### src/rtl/seq_restoring_divider.sv
// seq_restoring_divider
// ---------------------------------------------------------------------------
// Multi-cycle unsigned restoring divider. One trial subtraction per clock,
// done in the Diff/Borr form R + ~D + 1 over WIDTH+1 bits. Bit WIDTH of the
// trial result is the borrow. When the borrow is set the partial remainder is
// restored (kept as it was) and a 0 quotient bit is shifted in.
//
// Optional feature (macro SIGNED_DIV_EN): adds the signed_op input. When
// signed_op is set, the operands are divided as two's-complement values.
// The overflow case (most negative / -1) finishes without iterating.
//
// Handshake: start is sampled only in IDLE. The accepting edge latches the
// operands and raises busy. busy stays high for WIDTH cycles. done then
// pulses for one cycle, and the results become valid in that same cycle.
// The results hold until the next accepted start. A start seen while busy
// or in DONE is dropped, not queued. A divisor of 0 skips BUSY entirely.
//
// The FSM register is `state` (type state_t), open to hierarchical probes.
//
// Ports:
//   clk          rising-edge clock
//   rst_n        asynchronous active-low reset
//   start        division request
//   dividend     numerator, latched on the accepting edge
//   divisor      denominator, latched on the accepting edge
//   signed_op    (SIGNED_DIV_EN only) treat the operands as signed
//   quotient     registered quotient
//   remainder    registered remainder
//   busy         high while the iterations run
//   done         one-cycle completion pulse
//   div_by_zero  set with done when the divisor was 0; held with the results
module seq_restoring_divider #(
  parameter int WIDTH = 4
) (
  input  logic             clk,
  input  logic             rst_n,
  input  logic             start,
  input  logic [WIDTH-1:0] dividend,
  input  logic [WIDTH-1:0] divisor,
`ifdef SIGNED_DIV_EN
  input  logic             signed_op,
`endif
  output logic [WIDTH-1:0] quotient,
  output logic [WIDTH-1:0] remainder,
  output logic             busy,
  output logic             done,
  output logic             div_by_zero
);

  localparam int CW = $clog2(WIDTH + 1);
  localparam logic [CW-1:0]    LAST    = CW'(WIDTH);
  localparam logic [WIDTH-1:0] MOST_NEG = {1'b1, {(WIDTH-1){1'b0}}};
  localparam logic [WIDTH:0]   ONE_W1   = (WIDTH+1)'(1);

  typedef enum logic [1:0] {
    S_IDLE = 2'd0,
    S_BUSY = 2'd1,
    S_DONE = 2'd2
  } state_t;

  state_t           state;
  logic [WIDTH-1:0] part_rem;
  logic [WIDTH-1:0] part_quo;
  logic [WIDTH-1:0] dvs;
  logic [CW-1:0]    count;

  // One iteration. The shift moves the MSB of Q into R. R stays below
  // 2^(WIDTH-1) until the last shift, so WIDTH bits hold the shifted value.
  logic [WIDTH-1:0] rem_shift;
  logic [WIDTH-1:0] quo_shift;
  logic [WIDTH:0]   trial;
  logic             borrow;
  logic [WIDTH-1:0] next_rem;
  logic [WIDTH-1:0] next_quo;
  logic [CW-1:0]    count_next;

  assign rem_shift  = {part_rem[WIDTH-2:0], part_quo[WIDTH-1]};
  assign quo_shift  = {part_quo[WIDTH-2:0], 1'b0};
  assign trial      = {1'b0, rem_shift} + {1'b1, ~dvs} + ONE_W1;
  assign borrow     = trial[WIDTH];
  assign next_rem   = borrow ? rem_shift : trial[WIDTH-1:0];
  assign next_quo   = {quo_shift[WIDTH-1:1], ~borrow};
  assign count_next = count + CW'(1);

  // Operand conditioning and result sign fix-up
  logic [WIDTH-1:0] mag_a;
  logic [WIDTH-1:0] mag_b;
  logic             ovf;
  logic [WIDTH-1:0] fin_quo;
  logic [WIDTH-1:0] fin_rem;

`ifdef SIGNED_DIV_EN
  logic neg_quo;
  logic neg_rem;
  logic a_neg;
  logic b_neg;

  assign a_neg   = signed_op & dividend[WIDTH-1];
  assign b_neg   = signed_op & divisor[WIDTH-1];
  // The magnitude of MOST_NEG is 2^(WIDTH-1), which is still exact when
  // read as unsigned.
  assign mag_a   = a_neg ? -dividend : dividend;
  assign mag_b   = b_neg ? -divisor  : divisor;
  assign ovf     = signed_op & (dividend == MOST_NEG) & (divisor == '1);
  assign fin_quo = neg_quo ? -next_quo : next_quo;
  assign fin_rem = neg_rem ? -next_rem : next_rem;
`else
  assign mag_a   = dividend;
  assign mag_b   = divisor;
  assign ovf     = 1'b0;
  assign fin_quo = next_quo;
  assign fin_rem = next_rem;
`endif

  always_ff @(posedge clk or negedge rst_n) begin
    if (!rst_n) begin
      state       <= S_IDLE;
      part_rem    <= '0;
      part_quo    <= '0;
      dvs         <= '0;
      count       <= '0;
      quotient    <= '0;
      remainder   <= '0;
      busy        <= 1'b0;
      done        <= 1'b0;
      div_by_zero <= 1'b0;
`ifdef SIGNED_DIV_EN
      neg_quo     <= 1'b0;
      neg_rem     <= 1'b0;
`endif
    end else begin
      done <= 1'b0;
      case (state)
        S_IDLE: begin
          if (start) begin
            if (divisor == '0) begin
              // RV32I M convention: all-ones quotient, dividend as remainder
              quotient    <= '1;
              remainder   <= dividend;
              div_by_zero <= 1'b1;
              done        <= 1'b1;
              state       <= S_DONE;
            end else if (ovf) begin
              quotient    <= MOST_NEG;
              remainder   <= '0;
              div_by_zero <= 1'b0;
              done        <= 1'b1;
              state       <= S_DONE;
            end else begin
              part_rem <= '0;
              part_quo <= mag_a;
              dvs      <= mag_b;
              count    <= '0;
              busy     <= 1'b1;
              state    <= S_BUSY;
`ifdef SIGNED_DIV_EN
              neg_quo  <= a_neg ^ b_neg;
              neg_rem  <= a_neg;
`endif
            end
          end
        end
        S_BUSY: begin
          part_rem <= next_rem;
          part_quo <= next_quo;
          count    <= count_next;
          if (count_next == LAST) begin
            quotient    <= fin_quo;
            remainder   <= fin_rem;
            div_by_zero <= 1'b0;
            busy        <= 1'b0;
            done        <= 1'b1;
            state       <= S_DONE;
          end
        end
        S_DONE: begin
          state <= S_IDLE;
        end
        default: begin
          state <= S_IDLE;
        end
      endcase
    end
  end

endmodule

### config.mk
export PLATFORM = sky130hd
export DESIGN_NAME = seq_restoring_divider
export DESIGN_NICKNAME = d
export VERILOG_FILES = /design/src/rtl/seq_restoring_divider.sv
export SDC_FILE = /design/constraint.sdc
export NUM_CORES = 1
export LEC_CHECK = 0
export BUFFER_PORTS_ARGS = -buffer_cell sky130_fd_sc_hd__buf_2
export CAP_MARGIN = 20
export CORE_ASPECT_RATIO = 2
export CORE_MARGIN = 1
export CORE_UTILIZATION = 49
export CTS_CLUSTER_SIZE = 10
export DETAILED_ROUTE_END_ITERATION = 16
export PLACE_DENSITY = 0.74
export SYNTH_ARGS = -nofsm -noshare
export SYNTH_HDL_FRONTEND = slang
export SYNTH_SLANG_ARGS = --single-unit
### constraint.sdc
create_clock -name clk -period 2 [get_ports clk]
set_input_delay 0.1 -clock clk [delete_from_list [all_inputs] [get_ports clk]]
set_output_delay 0.1 -clock clk [all_outputs]
set_load 0.02 [all_outputs]
==> metrics.txt <==
final RePlAce weighted congestion=0.9547; crit end category=register; post-synthesis cell type count=29; final non-filler cell total=187; Root Buffer=clkbuf_8; Die Span Y=75.65 um; Remaining DRCs=0; Final #Nets=178; clock buffer depth=2; WL/cell=15.74 um; vias in the first global route=1090; Leakage Power=0.0007589 uW; Ys Warns=0; Crit Path Max Fanout=4; setup bufs post-CTS=0; Core Rows=26; status=finished clean; DRT Pass-1 Iters=5; pwr dens=1966 mW/mm^2; Main synth FF type=dfrtp_1; fin crit period=1.969 ns; register area share after synthesis=50.85%; commonest cells in the synthesized netlist=dfrtp_1 (27), nor2_1 (20), nand2_1 (17); first-pass GRT wire length=4629 um; WL final=2943 um; layout cells sized above 1=30.82%; Congestion Overflow GR=0; width of the die=38.82 um; H-tree Lvls=1; TritonCTS buffer count=3; Hold Crit Class=primary input to register; EDFF count, synth=0; DP Wirelength=2325 um; synthesized area=0.001329 sq mm; # IOs=22; Worst VDD drop=1.013 mV; Async S/R FF share, synth=100.0%; Placed Cells=182; Mapped Nets=150; share of the synthesized area in the top cell type=50.85%; area leader, netlist=dfrtp_1; Worst-Margin Slew=0.6128 ns; P&R area growth vs syn=19.21%; All-Layer GR Usage=23.32%; count of maximum capacitance violations=0; Core Box Area=0.002570 sq mm; Arr. time, crit path=2.13 ns; worst path required time=2.16 ns; diodes inserted=0; Initial Util=51.70%; Fin. Hold Viols=0; dpl ws=-0.09212 ns; Slew headroom=59.00%; vias per cell=5.754; WS Path Type=register to register; RSZ-0062 raised after global routing=true; final core occ=61.64%; initial antenna violation count=0; top-count cell post-synth=dfrtp_1; Port Buffers=21; 1st-iter DRT viols=35; Final Setup Violations=0; clock slew at reported path FFs=0.08 ns; fmax=0.5078 GHz; Worst Setup Slack, final=0.03086 ns; largest net degree at the start of global routing=28; clock sinks=27; period utilization=98.46%; CP Launch Type=register; worst hold slack=0.07509 ns; top cells by area, synth=dfrtp_1 (51%), ha_1 (5.6%), nor2_1 (5.6%), nand2_1 (4.8%), mux2_2 (4.2%); Final Max Slew Viols=0; flops & latches, synth=27; Worst-Skew Late Latency=0.27 ns; Layout Skew=0.002040 ns; Syn Inst Count=132; mean post-synth cell area=10.07 sq um; die area=0.002937 sq mm; via count=1076; Detail Route Antenna Nets=0; CTS tree=done
where the power goes:
part | switching, uW | internal (uW)
combinational | 1010 | 797
sequential | 193 | 810
clock | 157 | 143
state kept, by name (all words and copies together) (netlist names):
signal       count
busy             1
count            3
div_by_zero      1
done             1
dvs              4
part_quo         4
part_rem         3
quotient         4
remainder        4
state            2
cell type report:
cell class / instances / area [sq um]
timing repair buffer: 26 / 145.1
multi-input combinational: 93 / 649.4
clock buffer: 4 / 45.04
fill: 215 / 985.9
sequential: 27 / 675.6
tap: 28 / 35.03
inverter: 9 / 33.78
per-layer routing:
metal | wire (um) | track usage (%)
met5 | 0 | 0
met2 | 1693 | 41.85
met3 | 104 | 3.790
met1 | 1037 | 22.56
met4 | 107 | 16.48
critical path, stage by stage (launching register included):
cell	delay, ns
dfrtp_1	0.39
inv_2	0.08
ha_4	0.13
inv_2	0.04
fa_2	0.38
a211oi_4	0.27
nor2_4	0.07
mux2_4	0.33
a22o_1	0.18
what timing repair did:
item	in CTS	in global routing
hold endpoints to repair	27	0
gates resized for setup	4	14
setup endpoints to repair	5	8
gates cloned	0	0
hold buffers	1	0
pin swaps	1	8
final timing paths:
path	depth (start not counted)	end	start	slack [ns]
worst max register to register	8	part_rem[1]	part_quo[3]	0.03
worst min register to register	2	div_by_zero	div_by_zero	0.48
worst min-delay path	2	dvs[0]	divisor[0]	0.08
min in group asynchronous	2	part_quo[1]	rst_n	0.36
worst max-delay path	8	part_rem[1]	part_quo[3]	0.03
max in group asynchronous	2	state[1]	rst_n	1.26
cell families after synthesis:
| group | after synthesis | synth area share (%) |
|---|---|---|
| AND/OR/NAND/NOR | 49 | 17.23 |
| multiplexers | 5 | 4.237 |
| adder cells (fa/ha/maj) | 7 | 7.156 |
| AO/OA/AOI/OAI | 29 | 13.94 |
| XOR/XNOR | 3 | 1.978 |
| buffers and inverters | 12 | 4.614 |
| flip-flops | 27 | 50.85 |
metrics by stage:
step	total power (uW)	cell area, sq um	setup TNS [ns]
after CTS	2911	1536	0
after global routing	3384	1584	-0.2152
after global placement	2483	1471	0
after floorplan	2093	1329	0
final	3114	1584	0
after detailed placement	2564	1471	-0.1574
placed cells by master, fill, tap and decap left out, types with 4 or more instances in the layout:
cell,n
buf_4,4
nand2_1,17
inv_1,7
o21ai_0,5
nand3_1,4
a31oi_1,8
dfrtp_1,27
ha_1,5
a21oi_1,4
buf_2,21
nor2_1,17
mux2_2,4
(Power assumes the default switching activity.)
